<file path="src/rtl/y86_seq_ctrl_if.sv">
// ----------------------------------------------------------------------------
// y86_seq_ctrl_if
// Bundles the sequencer's control, stage-enable, memory-handshake and status
// signals.
//   master : the sequencer. It samples start/icode/fetch status/dmem response
//            and drives enables, strobes, dmem request, stat and counters.
//   slave  : the datapath or bench side, with the opposite directions.
// Parameter CNT_W sets the width of the performance counter signals.
// ----------------------------------------------------------------------------
interface y86_seq_ctrl_if #(
    parameter int unsigned CNT_W = 32
);
    // Inputs to the sequencer
    logic             start;
    logic [3:0]       icode;
    logic             instr_valid;
    logic             imem_error;
    logic             dmem_ready;
    logic             dmem_error;
    // Stage enables
    logic             f_en;
    logic             d_en;
    logic             e_en;
    logic             m_en;
    logic             w_en;
    logic             pc_en;
    // Write strobes and memory request
    logic             cc_we;
    logic             rf_we_e;
    logic             rf_we_m;
    logic             dmem_req;
    logic             dmem_we;
    // Status and counters
    logic [1:0]       stat;
    logic             halted;
    logic [CNT_W-1:0] cycle_cnt;
    logic [CNT_W-1:0] instr_cnt;

    modport master (
        input  start, icode, instr_valid, imem_error, dmem_ready, dmem_error,
        output f_en, d_en, e_en, m_en, w_en, pc_en,
        output cc_we, rf_we_e, rf_we_m, dmem_req, dmem_we,
        output stat, halted, cycle_cnt, instr_cnt
    );

    modport slave (
        output start, icode, instr_valid, imem_error, dmem_ready, dmem_error,
        input  f_en, d_en, e_en, m_en, w_en, pc_en,
        input  cc_we, rf_we_e, rf_we_m, dmem_req, dmem_we,
        input  stat, halted, cycle_cnt, instr_cnt
    );
endinterface

</file>
<file path="src/rtl/y86_seq_ctrl.sv">
// ----------------------------------------------------------------------------
// y86_seq_ctrl
// Multicycle sequencer for the sequential Y86-64 datapath. It walks each
// instruction through FETCH, DECODE, EXECUTE, MEMORY, WRITEBACK and PCUPD with
// one stage enable active at a time. It also issues the CC and register-file
// write strobes and the data-memory request handshake. It stops in HALT on a
// halt instruction or on any fault.
//
// Ports:
//   clk  : rising-edge clock
//   rst  : asynchronous active-high reset
//   bus  : y86_seq_ctrl_if.master
//     in : start, icode, instr_valid, imem_error, dmem_ready, dmem_error
//     out: f_en, d_en, e_en, m_en, w_en, pc_en, cc_we, rf_we_e, rf_we_m,
//          dmem_req, dmem_we, stat, halted, cycle_cnt, instr_cnt
// Parameters:
//   MEM_TO : maximum dmem_req cycles without dmem_ready (0 = no timeout)
//   CNT_W  : performance counter width
// Build option:
//   Y86_PERF_CNT_EN : enables the saturating cycle and instruction counters.
//                     Without it, both counter ports are tied to 0.
// ----------------------------------------------------------------------------
module y86_seq_ctrl #(
    parameter int unsigned MEM_TO = 255,
    parameter int unsigned CNT_W  = 32
) (
    input  logic           clk,
    input  logic           rst,
    y86_seq_ctrl_if.master bus
);

    typedef enum logic [2:0] {
        StIdle,
        StFetch,
        StDecode,
        StExecute,
        StMemory,
        StWriteback,
        StPcUpd,
        StHalt
    } state_e;

    localparam logic [1:0] StatAok = 2'd0;
    localparam logic [1:0] StatHlt = 2'd1;
    localparam logic [1:0] StatAdr = 2'd2;
    localparam logic [1:0] StatIns = 2'd3;

    // Wait counter holds the number of request cycles already spent. It only
    // needs to reach MEM_TO-1.
    localparam int unsigned WaitW = (MEM_TO > 1) ? $clog2(MEM_TO) : 1;

    function automatic logic is_mem_op(input logic [3:0] ic);
        return ic inside {4'h4, 4'h5, 4'h8, 4'h9, 4'hA, 4'hB};
    endfunction

    function automatic logic is_mem_wr(input logic [3:0] ic);
        return ic inside {4'h4, 4'h8, 4'hA};
    endfunction

    function automatic logic writes_vale(input logic [3:0] ic);
        return ic inside {4'h2, 4'h3, 4'h6, 4'h8, 4'h9, 4'hA, 4'hB};
    endfunction

    function automatic logic writes_valm(input logic [3:0] ic);
        return ic inside {4'h5, 4'hB};
    endfunction

    state_e             state_q, state_d;
    logic [3:0]         icode_q, icode_d;
    logic [1:0]         stat_q, stat_d;
    logic [WaitW-1:0]   wait_q, wait_d;

    logic f_en_q,     f_en_d;
    logic d_en_q,     d_en_d;
    logic e_en_q,     e_en_d;
    logic m_en_q,     m_en_d;
    logic w_en_q,     w_en_d;
    logic pc_en_q,    pc_en_d;
    logic cc_we_q,    cc_we_d;
    logic rf_we_e_q,  rf_we_e_d;
    logic rf_we_m_q,  rf_we_m_d;
    logic dmem_req_q, dmem_req_d;
    logic dmem_we_q,  dmem_we_d;
    logic halted_q,   halted_d;

    // Next state, latched icode, status and memory wait counter
    always_comb begin
        state_d = state_q;
        icode_d = icode_q;
        stat_d  = stat_q;
        wait_d  = wait_q;

        unique case (state_q)
            StIdle: begin
                if (bus.start) begin
                    state_d = StFetch;
                end
            end
            StFetch: begin
                icode_d = bus.icode;
                if (bus.imem_error) begin
                    stat_d  = StatAdr;
                    state_d = StHalt;
                end else if (!bus.instr_valid || (bus.icode > 4'hB)) begin
                    stat_d  = StatIns;
                    state_d = StHalt;
                end else if (bus.icode == 4'h0) begin
                    stat_d  = StatHlt;
                    state_d = StHalt;
                end else begin
                    state_d = StDecode;
                end
            end
            StDecode: begin
                state_d = StExecute;
            end
            StExecute: begin
                wait_d  = '0;
                state_d = StMemory;
            end
            StMemory: begin
                if (is_mem_op(icode_q)) begin
                    if (bus.dmem_ready) begin
                        if (bus.dmem_error) begin
                            stat_d  = StatAdr;
                            state_d = StHalt;
                        end else begin
                            state_d = StWriteback;
                        end
                    end else if ((MEM_TO != 0) && (wait_q == WaitW'(MEM_TO - 1))) begin
                        // This was the last allowed request cycle.
                        stat_d  = StatAdr;
                        state_d = StHalt;
                    end else begin
                        wait_d = wait_q + WaitW'(1);
                    end
                end else begin
                    state_d = StWriteback;
                end
            end
            StWriteback: begin
                state_d = StPcUpd;
            end
            StPcUpd: begin
                state_d = StFetch;
            end
            StHalt: begin
                state_d = StHalt;
            end
            default: begin
                state_d = StIdle;
            end
        endcase
    end

    // Registered Moore outputs. Decoding from the next state keeps each strobe
    // aligned with the state it belongs to.
    always_comb begin
        f_en_d     = (state_d == StFetch);
        d_en_d     = (state_d == StDecode);
        e_en_d     = (state_d == StExecute);
        m_en_d     = (state_d == StMemory);
        w_en_d     = (state_d == StWriteback);
        pc_en_d    = (state_d == StPcUpd);
        cc_we_d    = (state_d == StExecute) && (icode_d == 4'h6);
        rf_we_e_d  = (state_d == StWriteback) && writes_vale(icode_d);
        rf_we_m_d  = (state_d == StWriteback) && writes_valm(icode_d);
        dmem_req_d = (state_d == StMemory) && is_mem_op(icode_d);
        dmem_we_d  = (state_d == StMemory) && is_mem_op(icode_d) && is_mem_wr(icode_d);
        halted_d   = (state_d == StHalt);
    end

    always_ff @(posedge clk or posedge rst) begin
        if (rst) begin
            state_q    <= StIdle;
            icode_q    <= 4'h0;
            stat_q     <= StatAok;
            wait_q     <= '0;
            f_en_q     <= 1'b0;
            d_en_q     <= 1'b0;
            e_en_q     <= 1'b0;
            m_en_q     <= 1'b0;
            w_en_q     <= 1'b0;
            pc_en_q    <= 1'b0;
            cc_we_q    <= 1'b0;
            rf_we_e_q  <= 1'b0;
            rf_we_m_q  <= 1'b0;
            dmem_req_q <= 1'b0;
            dmem_we_q  <= 1'b0;
            halted_q   <= 1'b0;
        end else begin
            state_q    <= state_d;
            icode_q    <= icode_d;
            stat_q     <= stat_d;
            wait_q     <= wait_d;
            f_en_q     <= f_en_d;
            d_en_q     <= d_en_d;
            e_en_q     <= e_en_d;
            m_en_q     <= m_en_d;
            w_en_q     <= w_en_d;
            pc_en_q    <= pc_en_d;
            cc_we_q    <= cc_we_d;
            rf_we_e_q  <= rf_we_e_d;
            rf_we_m_q  <= rf_we_m_d;
            dmem_req_q <= dmem_req_d;
            dmem_we_q  <= dmem_we_d;
            halted_q   <= halted_d;
        end
    end

    assign bus.f_en     = f_en_q;
    assign bus.d_en     = d_en_q;
    assign bus.e_en     = e_en_q;
    assign bus.m_en     = m_en_q;
    assign bus.w_en     = w_en_q;
    assign bus.pc_en    = pc_en_q;
    assign bus.cc_we    = cc_we_q;
    assign bus.rf_we_e  = rf_we_e_q;
    assign bus.rf_we_m  = rf_we_m_q;
    assign bus.dmem_req = dmem_req_q;
    assign bus.dmem_we  = dmem_we_q;
    assign bus.stat     = stat_q;
    assign bus.halted   = halted_q;

`ifdef Y86_PERF_CNT_EN
    logic [CNT_W-1:0] cycle_cnt_q, cycle_cnt_d;
    logic [CNT_W-1:0] instr_cnt_q, instr_cnt_d;

    // Saturating counters, driven from the current state
    always_comb begin
        cycle_cnt_d = cycle_cnt_q;
        instr_cnt_d = instr_cnt_q;
        if ((state_q != StIdle) && (state_q != StHalt) && (cycle_cnt_q != '1)) begin
            cycle_cnt_d = cycle_cnt_q + CNT_W'(1);
        end
        if ((state_q == StPcUpd) && (instr_cnt_q != '1)) begin
            instr_cnt_d = instr_cnt_q + CNT_W'(1);
        end
    end

    always_ff @(posedge clk or posedge rst) begin
        if (rst) begin
            cycle_cnt_q <= '0;
            instr_cnt_q <= '0;
        end else begin
            cycle_cnt_q <= cycle_cnt_d;
            instr_cnt_q <= instr_cnt_d;
        end
    end

    assign bus.cycle_cnt = cycle_cnt_q;
    assign bus.instr_cnt = instr_cnt_q;
`else
    assign bus.cycle_cnt = '0;
    assign bus.instr_cnt = '0;
`endif

endmodule

</file>
<file path="src/flat_wrapper.sv">
// flat-port wrapper written by rule: the top's interface ports become plain ports
module y86_seq_ctrl_flat 
#(
    parameter int unsigned MEM_TO = 255,
    parameter int unsigned CNT_W  = 32
)
  (clk, rst, bus_start, bus_icode, bus_instr_valid, bus_imem_error, bus_dmem_ready, bus_dmem_error, bus_f_en, bus_d_en, bus_e_en, bus_m_en, bus_w_en, bus_pc_en, bus_cc_we, bus_rf_we_e, bus_rf_we_m, bus_dmem_req, bus_dmem_we, bus_stat, bus_halted, bus_cycle_cnt, bus_instr_cnt);
  y86_seq_ctrl_if #(.CNT_W(CNT_W)) bus_i ();
  input  logic clk;
  input  logic rst;
  input wire logic [$bits(bus_i.start)-1:0] bus_start;
  input wire logic [$bits(bus_i.icode)-1:0] bus_icode;
  input wire logic [$bits(bus_i.instr_valid)-1:0] bus_instr_valid;
  input wire logic [$bits(bus_i.imem_error)-1:0] bus_imem_error;
  input wire logic [$bits(bus_i.dmem_ready)-1:0] bus_dmem_ready;
  input wire logic [$bits(bus_i.dmem_error)-1:0] bus_dmem_error;
  output wire logic [$bits(bus_i.f_en)-1:0] bus_f_en;
  output wire logic [$bits(bus_i.d_en)-1:0] bus_d_en;
  output wire logic [$bits(bus_i.e_en)-1:0] bus_e_en;
  output wire logic [$bits(bus_i.m_en)-1:0] bus_m_en;
  output wire logic [$bits(bus_i.w_en)-1:0] bus_w_en;
  output wire logic [$bits(bus_i.pc_en)-1:0] bus_pc_en;
  output wire logic [$bits(bus_i.cc_we)-1:0] bus_cc_we;
  output wire logic [$bits(bus_i.rf_we_e)-1:0] bus_rf_we_e;
  output wire logic [$bits(bus_i.rf_we_m)-1:0] bus_rf_we_m;
  output wire logic [$bits(bus_i.dmem_req)-1:0] bus_dmem_req;
  output wire logic [$bits(bus_i.dmem_we)-1:0] bus_dmem_we;
  output wire logic [$bits(bus_i.stat)-1:0] bus_stat;
  output wire logic [$bits(bus_i.halted)-1:0] bus_halted;
  output wire logic [$bits(bus_i.cycle_cnt)-1:0] bus_cycle_cnt;
  output wire logic [$bits(bus_i.instr_cnt)-1:0] bus_instr_cnt;
  assign bus_i.start = bus_start;
  assign bus_i.icode = bus_icode;
  assign bus_i.instr_valid = bus_instr_valid;
  assign bus_i.imem_error = bus_imem_error;
  assign bus_i.dmem_ready = bus_dmem_ready;
  assign bus_i.dmem_error = bus_dmem_error;
  assign bus_f_en = bus_i.f_en;
  assign bus_d_en = bus_i.d_en;
  assign bus_e_en = bus_i.e_en;
  assign bus_m_en = bus_i.m_en;
  assign bus_w_en = bus_i.w_en;
  assign bus_pc_en = bus_i.pc_en;
  assign bus_cc_we = bus_i.cc_we;
  assign bus_rf_we_e = bus_i.rf_we_e;
  assign bus_rf_we_m = bus_i.rf_we_m;
  assign bus_dmem_req = bus_i.dmem_req;
  assign bus_dmem_we = bus_i.dmem_we;
  assign bus_stat = bus_i.stat;
  assign bus_halted = bus_i.halted;
  assign bus_cycle_cnt = bus_i.cycle_cnt;
  assign bus_instr_cnt = bus_i.instr_cnt;
  y86_seq_ctrl #(.MEM_TO(MEM_TO), .CNT_W(CNT_W)) u_core (.clk(clk), .rst(rst), .bus(bus_i));
endmodule
</file>
<file path="config.mk">
export PLATFORM = sky130hd
export DESIGN_NAME = y86_seq_ctrl_flat
export DESIGN_NICKNAME = d
export VERILOG_FILES = /design/src/rtl/y86_seq_ctrl_if.sv /design/src/rtl/y86_seq_ctrl.sv /design/src/flat_wrapper.sv
export SDC_FILE = /design/constraint.sdc
export NUM_CORES = 1
export LEC_CHECK = 0
export BUFFER_PORTS_ARGS = -buffer_cell sky130_fd_sc_hd__buf_4
export CORE_MARGIN = 5
export CORE_UTILIZATION = 42
export DETAILED_ROUTE_END_ITERATION = 10
export PLACE_DENSITY = 0.77
export SLEW_MARGIN = 20
export SYNTH_ARGS = -nofsm -noshare
export SYNTH_HDL_FRONTEND = slang
export SYNTH_SLANG_ARGS = --single-unit
</file>
<file path="constraint.sdc">
create_clock -name clk -period 1.6 [get_ports clk]
set_input_delay 0.32 -clock clk [delete_from_list [all_inputs] [get_ports clk]]
set_output_delay 0.32 -clock clk [all_outputs]
set_load 0.02 [all_outputs]
</file>
Word level (Yosys, flattened, before mapping)
Index checks and enable logic that the tools add are counted.
Word-level totals
  register bits: 29
  output and inout port bits: 78
  logic and storage cells: 94
Cells by class
  add/sub/neg operators: 1
  $lt $le $gt $ge: 1
  eq/ne operators: 36
  muxes and demuxes: 22
  reduce and logical (&&, ||, !) cells: 18
Operators with widths (count)
  4-bit == test, second input constant: 8
  3-bit == test, second input constant: 8
  8-bit two-way mux: 3
  3-bit one-hot mux with 8 select lines: 1
  3-bit two-way mux: 7
  4-bit by 3-bit == test with 1-bit output, second input constant: 5
  2-bit two-way mux: 8
  8-bit one-hot mux with 2 select lines: 1
  3-bit by 2-bit == test with 1-bit output, second input constant: 4
  6-bit nonzero test: 2
  8-bit by 1-bit adder with 8-bit output, second input constant: 1
  4-bit by 2-bit == test with 1-bit output, second input constant: 2
  8-bit == test, second input constant: 1
  7-bit nonzero test: 1
  3-bit by 1-bit == test with 1-bit output, second input constant: 2
  2-bit nonzero test: 3
  1-bit logical AND: 5
  5-bit AND reduction: 1
  4-bit greater-than comparator, second input constant: 1
  4-bit zero test: 1
  4-bit two-way mux: 1
  2-bit inequality test, second input constant: 2
  4-bit by 2-bit inequality test with 1-bit output, second input constant: 1
  2-bit one-hot mux with 2 select lines: 1
  other kinds (8): 8

Depth between registers and ports, before layout
Gate-level depths: netlist (run 1).
  depth after elaboration: 8
  mapped depth: 7
  mapped depth without buffers: 7

Worst setup path after synthesis (run 1)
No wires, ideal clock.
  kind: register to register
  start point: register u_core.state_q[2]
  end point: register u_core.dmem_we_q, in the netlist u_core.bus.dmem_we
  library setup time: 125 ps
  data arrival time: 1456 ps
  data required time: 1475 ps
  path slack: 19 ps
  stages on the path, launching flop included: 5
  path buffers: 1
  cells stage by stage: dfrtp_1 -> buf_4 -> nor3b_4 -> mux2_4 -> a2111oi_0
Between the ends
  elaborated cells between the ends (all ways): 25
  those cells by class: eq/ne (14); mux (6); reduce/logical (5)
RTL lines
  start, declared: line y86_seq_ctrl.sv:68  | state_e state_q, state_d;
  start signal, assigned: line y86_seq_ctrl.sv:175  | state_q <= StIdle;
  start signal, assigned: line y86_seq_ctrl.sv:192  | state_q <= state_d;
  3-bit by 1-bit == test with 1-bit output *: line y86_seq_ctrl.sv:93  | unique case (state_q)
  4-bit two-way mux *: line y86_seq_ctrl.sv:93
  named net u_core.icode_d[0]: line y86_seq_ctrl.sv:69  | logic [3:0] icode_q, icode_d;
  4-bit by 3-bit == test with 1-bit output, or another cell as far along: line y86_seq_ctrl.sv:53, y86_seq_ctrl.sv:57
  6-bit nonzero test: line y86_seq_ctrl.sv:53  | return ic inside {4'h4, 4'h5, 4'h8, 4'h9, 4'hA, 4'hB};
  1-bit logical AND: line y86_seq_ctrl.sv:169  | dmem_we_d = (state_d == StMemory) && is_mem_op(icode_d) && is_mem_wr(icode_d);
  1-bit logical AND *: line y86_seq_ctrl.sv:169
  named net u_core.dmem_we_d: line y86_seq_ctrl.sv:83  | logic dmem_we_q, dmem_we_d;
  end signal, assigned: line y86_seq_ctrl.sv:206  | dmem_we_q <= dmem_we_d;
  end, declared: line y86_seq_ctrl.sv:83
The timed path passes the listed nets; every way through them passes the cells marked *.
A chain may end at the register's enable or synchronous reset.

Worst setup path after layout (run 1)
  start point: register u_core.state_q[0]
  end point: register u_core.wait_q[4]
Between the ends
  longest elaborated chain between the ends: 3
  elaborated cells between the ends (all ways): 8
  those cells by class: eq/ne (5); mux (1); reduce/logical (2)
Ends and longest elaborated chain
  3-bit == test / 3-bit by 2-bit == test with 1-bit output (equally long branches): line y86_seq_ctrl.sv:93
  2-bit by 1-bit inequality test with 1-bit output (no source line), or another cell as far along
  4-bit AND reduction (no source line)
  end signal, assigned: line y86_seq_ctrl.sv:195  | wait_q <= wait_d;
  end, declared: line y86_seq_ctrl.sv:71  | logic [WaitW-1:0] wait_q, wait_d;
Parallel ways exist; a longest one is shown, timed or not.

==> results by group, run 1 <==
Setup path
  – RR Endpoint: u_core.wait_q[4]$_DFFE_PP0P_
  – Crit-path cells: nor4b_4, buf_4, nand4_1, or3_1, a21oi_2
  – CP Capture Type: register
  – Setup crit start kind: register
  – Crit Path Max Fanout: 5
  – Slowest Stage Delay on Critical Path: ~0.43 ns
  – Cell count of the worst reg-to-reg path: 5
  – Critical path required time: approximately 1.8 ns
  – Crit path kind: register to register
  – Crit path DAT: around 1.9 ns
  – Worst r2r src: u_core.state_q[0]$_DFF_PP0_
  – Flop-to-flop setup slack: -0.06 ns
  – Slowest CP cell: dfrtp_2

Logic synthesis
  – Asr flop ratio synth: 1.00
  – Mapped cell area: 1930 µm²
  – Top cells by area, synth: dfrtp_1 (38%), buf_4 (25%), nand2_1 (3.5%)
  – Share of Yosys cell area claimed by the top area cell type: 0.375
  – Unique masters post-synth: 41
  – Mapped Cells: 209
  – Synth warn: 0
  – EDFF count, synth: 0
  – Flops & latches, synth: 29
  – Synth area leader: dfrtp_1
  – Syn avg cell area: roughly 9.2 µm²
  – Register area share after synthesis: 0.375
  – Synth Flop Type: dfrtp_1

Timing
  – Final slew viol count: 0
  – Achievable Freq: about 0.6 GHz
  – Final Cycle Share: 1.04
  – Clock Skews: roughly 0.0023 ns
  – Setup TNS: -0.177 ns
  – Final Hold Fails: 0
  – Setup WS post-layout: -0.0598 ns
  – Fin crit period: roughly 1.7 ns
  – Final setup fails: 5
  – RSZ-0062 raised after global routing: true

Global route
  – Initial antenna violation count: 0
  – Grt total ovfl: 0
  – GRT Total Usage: 0.127
  – First-pass GRT wire length: 6280 µm
  – Largest net degree at the start of global routing: 30
  – Number of global-route vias before repair: approximately 1400

Clocking
  – TritonCTS Buffers: 5
  – H-tree Lvls: 2
  – Hold buffers post-CTS: 0
  – Worst-path clk slew: roughly 0.06 ns
  – Clock Path Buffers: 2
  – CTS root buffer: clkbuf_8
  – CTS tree: done
  – Clock sink count: 29
  – Worst skew pair latency: 0.29 ns

Route
  – Final Routed Wirelength: ~4100 µm
  – Router iterations before antenna repair: 6
  – DRC Markers: 0
  – Via count: approximately 1500
  – WL per Instance: approximately 13 µm
  – Via density: 4.68
  – DRT iter0 DRCs: 110
  – Antenna Nets Post-Route: 0

Status
  – Failing checks: negative setup slack
  – Outcome: complete, but fails checks

Die
  – Die H: 77.8 µm
  – Die area: 6060 µm²
  – Core area: 4410 µm²
  – Core Rows: 24
  – Top Ports: 89
  – Die width: 77.8 µm
  – Initial Util: 0.438

Final layout
  – Final core utilization: 0.532
  – Area Overhead vs Synth: 21.4%
  – Final instance area: ~2300 µm²
  – N_diodes: 0
  – Layout cell share with drive strength beyond 1: 0.345
  – Final nets: roughly 280

Worst hold path
  – Min-delay worst type: primary input to asynchronous set/reset pin

Pwr
  – Max VDD drop: 0.470 mV
  – P_leak: approximately 1.2 nW
  – Pwr Density: approximately 1600 nW/µm²

Placed design
  – IO Port Bufs: 24
  – Final GP Congestion: a little over 0.8
  – Placed Area: roughly 2100 µm²
  – HPWL Detailed: between 2000 and 3000 µm

Job
  – Maxcap violations: 0
-- synth_stat cells, drive strengths merged (2+ instances only) --
cell and instances:
buf 67, dfrtp 29, nand2 18, nor2 12, a21oi 11, o21ai 11
or3 6, inv 5, and3 4, nand3 4, nand4 4, nand2b 3
nor4b 3, and2 2, and4 2, clkbuf 2, ha 2, mux2 2
nor2b 2, nor3 2, nor3b 2, o2bb2ai 2
-- flip-flops by register name, indices dropped and copies added, names as in the netlist, 2 cells and up --
signal and cells:
u_core.bus.stat 2, u_core.wait_q 8, u_core.icode_q 4, u_core.state_q 3
-- how the worst max path moves through the flow --
| stage | from | endpoint | slack [ns] | cells after the start |
|---|---|---|---|---|
| floorplan | u_core.state_q[2]$_DFF_PP0_ | u_core.bus.dmem_we$_DFF_PP0_ | 0.02 | 4 |
| global placement | bus_icode[0] | u_core.state_q[0]$_DFF_PP0_ | -0.03 | 6 |
| detailed placement | u_core.icode_q[2]$_DFF_PP0_ | u_core.bus.dmem_we$_DFF_PP0_ | -0.10 | 5 |
| CTS | u_core.state_q[0]$_DFF_PP0_ | u_core.wait_q[4]$_DFFE_PP0P_ | 0.001 | 5 |
| global route | u_core.state_q[0]$_DFF_PP0_ | u_core.wait_q[4]$_DFFE_PP0P_ | -0.15 | 5 |
| finish | u_core.state_q[0]$_DFF_PP0_ | u_core.wait_q[4]$_DFFE_PP0P_ | -0.06 | 5 |
-- critical path: cells and delay by family (launching register included) --
family,cells,cell delay [ns]
buffers and inverters,1,0.20
AOI/OAI and AO/OA,1,0.14
DFF,1,0.43
and+or+nand+nor,3,0.82
-- what timing repair did --
action / 4_1_cts / 5_1_grt
pin swaps: 1 / 6
endpoints found under the setup margin: 6 / 13
setup buffers: 3 / 4
gates resized for setup: 4 / 20
hold endpoints to repair: 0 / 0
-- per-stage QoR --
| step | worst slack, ns | hold WS [ns] | instances | power [W] |
|---|---|---|---|---|
| final | -0.0598 | 0.0947 | 316 | 0.00381 |
| after global routing | -0.152 | 0.132 | 316 | 0.00402 |
| after CTS | 0.000997 | 0.111 | 313 | 0.00361 |
| after detailed placement | -0.104 | 0.422 | 302 | 0.00265 |
| after global placement | -0.0265 | 0.410 | 302 | 0.00261 |
| after floorplan | 0.0187 | 0.398 | 272 | 0.00219 |
-- layout by cell type (no fill, tap or decap), types with 2 or more instances in the layout --
cell / synthesis / routed
nand3_1: 4 / 2
or3_1: 6 / 3
dfrtp_1: 29 / 26
a21oi_2: 0 / 6
nor3b_4: 2 / 2
conb_1: 1 / 64
clkbuf_8: 0 / 5
dfrtp_2: 0 / 3
mux2_4: 2 / 2
nand2b_1: 3 / 3
ha_1: 2 / 2
nand2_1: 18 / 18
buf_4: 65 / 52
a21oi_1: 11 / 5
nor3_1: 2 / 2
and2_1: 2 / 2
inv_2: 2 / 2
bufinv_16: 0 / 2
nand3_2: 0 / 2
and3_1: 4 / 4
nor2_1: 12 / 12
or3_4: 0 / 3
nand4_1: 4 / 4
inv_1: 3 / 3
o21ai_0: 10 / 9
and4_1: 2 / 2
nor4b_2: 0 / 2
o21ai_1: 1 / 2
-- cell families after synthesis --
logic type,after synthesis,share of synthesized area
buf+inv,74,0.278
fa+ha+maj,2,0.0129
other cells,1,0.00194
mux,3,0.0207
compound gates,34,0.111
flops,29,0.375
simple gates,66,0.200
-- power by group --
part	total, W	switching, W	internal [W]	leakage [nW]
clock	0.000903	0.000285	0.000618	0.0681
combinational	0.00183	0.00101	0.000822	0.748
sequential	0.00108	0.000148	0.000931	0.375
total	0.00381	0.00144	0.00237	1.19
-- metal layers --
metal / wire (µm) / track usage / share of wire / vias up
li1: - / - / - / 693
met1: 1630 / 0.160 / 0.39 / 697
met5: 0 / 0 / 0 / -
met4: 69 / 0.0636 / 0.017 / 0
met2: 2000 / 0.192 / 0.48 / 81
met3: 437 / 0.0463 / 0.11 / 7
-- area by class of cell --
class                           count  area (µm²)
Clock buffer                        5        68.8
Clock inverter                      3        65.1
Fill cell                         396        2070
Inverter                            5        18.8
Multi-Input combinational cell    169         998
Sequential cell                    29         729
Tap cell                           52        65.1
Timing Repair Buffer               53         402
(Power assumes the default switching activity.)
==> run 2: changes to the inputs <==
CELL_PAD_IN_SITES_DETAIL_PLACEMENT = 1   (was not set)
CELL_PAD_IN_SITES_GLOBAL_PLACEMENT = 1   (was not set)
CORE_UTILIZATION = 30   (was 42)
PLACE_DENSITY = 0.76   (was 0.77)
==> run 2 against run 1 <==
Effect of this change:
- the run still ends with negative setup slack left
- sequential power about the same
- maximum frequency increased by 0.67%
- first-iteration DRC count shrank 65%
- sequential share of layout area grew 1.1 points
- largest power group unchanged
==> results by group, run 2 (same netlist as run 1, synthesis figures left out) <==
Status
  – Outcome: complete, but fails checks
  – Failing checks: negative setup slack

Clocking
  – Worst-path clk slew: approximately 0.06 ns
  – Worst skew pair latency: 0.29 ns
  – CTS tree: done
  – TritonCTS Buffers: 5
  – H-tree Lvls: 2
  – Clock Path Buffers: 2
  – Hold buffers post-CTS: 0
  – CTS root buffer: clkbuf_8
  – Clock sink count: 29

Setup path
  – Crit path kind: register to register
  – Setup crit start kind: register
  – CP Capture Type: register
  – WP buf/inv: 1
  – Critical path required time: around 1.8 ns
  – Crit Path Max Fanout: 5
  – Slowest CP cell: dfrtp_2
  – Slowest Stage Delay on Critical Path: roughly 0.43 ns
  – Crit-path cells: nor4b_4, buf_4, nand4_1, or3_4, a21oi_2
  – Crit path DAT: 1.87 ns
  – Largest delay share family, worst path: simple AND/OR/NAND/NOR gates

Pwr
  – P_leak: between 1 and 1.5 nW
  – Comb power frac: 0.479
  – P_int: between 0.002 and 0.0025 W
  – Pwr Density: 1540 nW/µm²
  – Total power draw: about 0.0035 W
  – Share of power burned in the clock network: 0.210
  – Seq pwr share: 0.310
  – Sw Share: 0.398
  – Psw: about 0.0014 W
  – Max VDD drop: roughly 0.5 mV

Route
  – DRC Markers: 0
  – WL per Instance: approximately 14 µm
  – Via density: between 4 and 5
  – DRT iter0 DRCs: 39
  – Antenna Nets Post-Route: 0
  – Via count: about 1500
  – Router iterations before antenna repair: 4
  – Final Routed Wirelength: ~4700 µm

Worst hold path
  – Min-delay worst type: primary input to asynchronous set/reset pin

Final layout
  – N_diodes: 0
  – Largest register FFs: 8
  – Largest registers: u_core.wait_q x8, u_core.icode_q x4, u_core.state_q x3
  – Most flops, register: u_core.wait_q
  – Area Overhead vs Synth: 17.6%
  – Commonest non-fill, non-tap cell in the layout: conb_1
  – Final nets: roughly 270
  – Layout cell share with drive strength beyond 1: 0.305
  – Most frequent cells in the layout: conb_1 (64), buf_4 (48), dfrtp_1 (25)

Timing
  – Final setup fails: 3
  – Setup WS post-layout: -0.0488 ns
  – Final Cycle Share: 1.03
  – Clock Skews: ~0.0054 ns
  – Final Hold Fails: 0
  – Achievable Freq: slightly above 0.6 GHz
  – Final slew viol count: 0
  – Fin crit period: about 1.6 ns
  – Setup TNS: -0.0825 ns
  – RSZ-0062 raised after global routing: true

Die
  – Die area: between 8000 and 9000 µm²
  – Core area: about 6300 µm²
  – Core Rows: 29
  – Top Ports: just under 90
  – Die width: 90.3 µm
  – Die H: around 90 µm
  – Initial Util: 0.306

Placed design
  – HPWL Detailed: 3590 µm
  – IO Port Bufs: 24
  – Final GP Congestion: ~0.86

Global route
  – Initial antenna violation count: 0
  – First-pass GRT wire length: 7650 µm
  – Number of global-route vias before repair: between 1500 and 2000
  – GRT Total Usage: 0.115
  – Largest net degree at the start of global routing: 30
  – Grt total ovfl: 0

Job
  – Maxcap violations: 0
## run 2: final cells by class
type                       count  area, µm²
clock inverter                 2       35.0
tap                           77       96.3
multi-input combinational    169        952
timing repair buffer          49        372
inverter                       5       18.8
clock buffer                   5       68.8
fill                         791       4040
sequential                    29        731
## run 2: stage by stage
stage / worst slack [ns] / cell area (µm²) / cells / hold WS (ns) / utilization
6_report: -0.0488 / 2270 / 336 / 0.113 / 0.360
5_1_grt: -0.105 / 2270 / 336 / 0.152 / 0.360
4_1_cts: -0.0222 / 2220 / 335 / 0.120 / 0.351
3_5_place_dp: -0.112 / 2100 / 327 / 0.435 / 0.333
3_3_place_gp: -0.0429 / 2100 / 327 / 0.422 / 0.333
2_1_floorplan: 0.0187 / 2170 / 272 / 0.398 / -
## run 2: path summary, 6_finish.rpt
kind                                           startpoint                        endpoint  slack [ns]  cells past startpoint
max                           u_core.state_q[0]$_DFF_PP0_    u_core.wait_q[4]$_DFFE_PP0P_       -0.05                      5
min                                                   rst    u_core.wait_q[4]$_DFFE_PP0P_        0.11                      3
max reg2reg                   u_core.state_q[0]$_DFF_PP0_    u_core.wait_q[4]$_DFFE_PP0P_       -0.05                      5
min reg2reg                u_core.bus.stat[1]$_DFFE_PP0P_  u_core.bus.stat[1]$_DFFE_PP0P_        0.56                      2
max in group asynchronous                             rst     u_core.state_q[2]$_DFF_PP0_        1.18                      3
min in group clk                           bus_imem_error  u_core.bus.stat[0]$_DFFE_PP0P_        0.20                      2
## run 2: worst reg2reg max path, cell delays in order (launching register included)
cell and delay (ns):
dfrtp_2 0.43, nor4b_4 0.36, buf_4 0.20, nand4_1 0.12
or3_4 0.35, a21oi_2 0.11
## run 2: metal layers
metal  GRT usage  up-vias  wire (µm)
li1            -      678          -
met1       0.129      724       1790
met2       0.199       52       2480
met3      0.0292       11        319
met4      0.0620        0        136
met5           0        -          0
## run 2: power by group through the flow
| stage | registers (W) | clock network [W] | logic (W) |
|---|---|---|---|
| 6_report | 0.00109 | 0.000737 | 0.00168 |
| 2_1_floorplan | 0.00118 | 0 | 0.00101 |
| 3_5_place_dp | 0.00109 | 0 | 0.00159 |
| 4_1_cts | 0.00108 | 0.000761 | 0.00162 |
| 5_1_grt | 0.00112 | 0.000798 | 0.00183 |
| 3_3_place_gp | 0.00109 | 0 | 0.00154 |
## run 2: what timing repair did
action / 4_1_cts / 5_1_grt
setup buffers: 1 / 1
endpoints found under the setup margin: 6 / 13
gates resized for setup: 3 / 13
pin swaps: 6 / 3
==> run 3: changes to the inputs <==
CORE_MARGIN = not set   (was 5)
==> run 3 against run 2 <==
Effect of this change:
- the flow now finishes without violations
- design area increased by 0.39%
- via count down 3.1%
- sequential share of layout area down 0.12 points
- maximum frequency rose by 4.7%
- flip-flop and latch count unchanged
- hold slack worse by 0.00077 ns
- die area down 17%
- count of clock-buffer cells in the layout rose by 1
- first-iteration DRC count fell by 26%
- global-route usage rose by 1.4 points
- critical path depth increased by 2
- clock power up 8.7%
- largest cell class unchanged
- largest power group unchanged
==> results by group, run 3 (same netlist as run 1, synthesis figures left out) <==
Pwr
  – Share of power burned in the clock network: 0.225
  – Comb power frac: 0.463
  – P_int: ~0.0022 W
  – Total power draw: about 0.0036 W
  – Psw: 0.00141 W
  – Pwr Density: around 1600 nW/µm²
  – Sw Share: 0.396
  – Seq pwr share: 0.312
  – P_leak: between 1 and 1.5 nW
  – Max VDD drop: approximately 0.47 mV

Placed design
  – # placed instances: roughly 320
  – IO Port Bufs: 24
  – HPWL Detailed: about 3100 µm
  – Final GP Congestion: around 0.79
  – Pre-CTS WS: -0.0548 ns

Die
  – Core area: between 6000 and 7000 µm²
  – Core Rows: 28
  – Die area: between 6000 and 7000 µm²
  – Initial Util: 0.319
  – Top Ports: 89
  – Die H: approximately 80 µm
  – Die width: 82.3 µm

Global route
  – Met1 usage in global routing: 0.150
  – GRT Total Usage: 0.129
  – Largest net degree at the start of global routing: 30
  – Initial antenna violation count: 0
  – Busiest grt layer: met2
  – Grt total ovfl: 0
  – M2 GR Usage: 0.236
  – First-pass GRT wire length: 6530 µm
  – Met3 Track Usage GR: 0.0330
  – Number of global-route vias before repair: about 1400

Setup path
  – Crit Path Max Fanout: 3
  – Critical path required time: around 1.8 ns
  – Slowest Stage Delay on Critical Path: 0.38 ns
  – Worst r2r src: u_core.wait_q[0]$_DFFE_PP0P_
  – Crit path from: u_core.wait_q[0]$_DFFE_PP0P_
  – Crit-path cells: inv_1, ha_1, nand3_2, o22ai_2, o2bb2ai_2, inv_2, mux2_4
  – Crit path DAT: ~1.7 ns
  – Setup crit start kind: register
  – Slowest CP cell: dfrtp_1
  – Crit path kind: register to register
  – Largest delay share family, worst path: flip-flops
  – WP buf/inv: 2
  – CP Capture Type: register

Route
  – Final Routed Wirelength: approximately 4200 µm
  – Via density: ~4.3
  – Antenna Nets Post-Route: 0
  – Router iterations before antenna repair: 4
  – Via count: 1419
  – DRC Markers: 0
  – DRT iter0 DRCs: 29
  – WL per Instance: ~13 µm

Timing
  – Clock Skews: between 0.007 and 0.008 ns
  – Setup TNS: 0 ns
  – Final Hold Fails: 0
  – Final slew viol count: 0
  – Setup WS post-layout: 0.0253 ns
  – Final Cycle Share: 0.984
  – Fin crit period: around 1.6 ns
  – Achievable Freq: around 0.64 GHz
  – RSZ-0062 raised after global routing: true
  – Final setup fails: 0

Clocking
  – Clock Path Buffers: 2
  – CTS root buffer: clkbuf_8
  – CTS tree: done
  – H-tree Lvls: 2
  – Clock sink count: 29
  – TritonCTS Buffers: 5
  – Worst-path clk slew: 0.07 ns
  – Worst skew pair latency: around 0.28 ns

Final layout
  – Layout cell share with drive strength beyond 1: 0.313
  – Commonest non-fill, non-tap cell in the layout: conb_1
  – N_diodes: 0
  – Number of cells in the finished layout apart from fillers: roughly 330
  – Final nets: 268
  – Most frequent cells in the layout: conb_1 (64), buf_4 (43), dfrtp_1 (25)
  – Area Overhead vs Synth: 18.1%
  – Final core utilization: 0.377
  – Largest registers: u_core.wait_q x8, u_core.icode_q x4, u_core.state_q x3
  – Most flops, register: u_core.wait_q
  – Largest register FFs: 8

Job
  – Maxcap violations: 0

Worst hold path
  – Min-delay worst type: primary input to asynchronous set/reset pin

Status
  – Outcome: finished clean
## run 3: layout make-up
type / instances / area, µm²
flip-flops and latches: 29 / 731
multi-input cells: 169 / 973
clock inverters: 2 / 37.5
clock buffers: 6 / 82.6
well taps: 75 / 93.8
fillers: 730 / 3780
inverters: 5 / 18.8
repair buffers: 45 / 345
## run 3: repair_timing
item | in CTS | in global routing
pin swaps | 2 | 9
gates cloned | 0 | 0
setup buffers | 2 | 2
endpoints found under the setup margin | 9 | 9
gates resized for setup | 6 | 15
hold buffers | 0 | 0
## run 3: power groups by stage
stage / combinational, W / clock (W) / sequential (W)
after CTS: 0.00156 / 0.000823 / 0.00111
after floorplan: 0.00101 / 0 / 0.00118
final: 0.00165 / 0.000801 / 0.00111
after global placement: 0.00145 / 0 / 0.00111
after detailed placement: 0.00150 / 0 / 0.00112
after global routing: 0.00181 / 0.000853 / 0.00114
## run 3: worst reg2reg max path, stage by stage (launching register included)
cell	delay (ns)
dfrtp_1	0.38
inv_1	0.09
ha_1	0.16
nand3_2	0.09
o22ai_2	0.16
o2bb2ai_2	0.20
inv_2	0.07
mux2_4	0.29
## run 3: metal layers
layer	part of all wire	up-vias
li1	-	678
met1	0.42	692
met2	0.53	47
met3	0.051	2
met4	0.0014	0
met5	0	-
## run 3: path summary, 6_finish.rpt
check	endpoint	slack, ns	cells after the start
min in group clk	u_core.bus.stat[0]$_DFFE_PP0P_	0.22	2
min	u_core.bus.d_en$_DFF_PP0_	0.11	3
min reg2reg	u_core.wait_q[0]$_DFFE_PP0P_	0.58	3
max	u_core.wait_q[1]$_DFFE_PP0P_	0.03	7
max reg2reg	u_core.wait_q[1]$_DFFE_PP0P_	0.03	7
max in group asynchronous	u_core.icode_q[2]$_DFF_PP0_	1.19	3
## run 3: metrics by stage
step,hold slack [ns],cell area [µm²]
3_5_place_dp,0.427,2050
5_1_grt,0.152,2280
6_report,0.113,2280
2_1_floorplan,0.398,2170
3_3_place_gp,0.424,2050
4_1_cts,0.119,2200
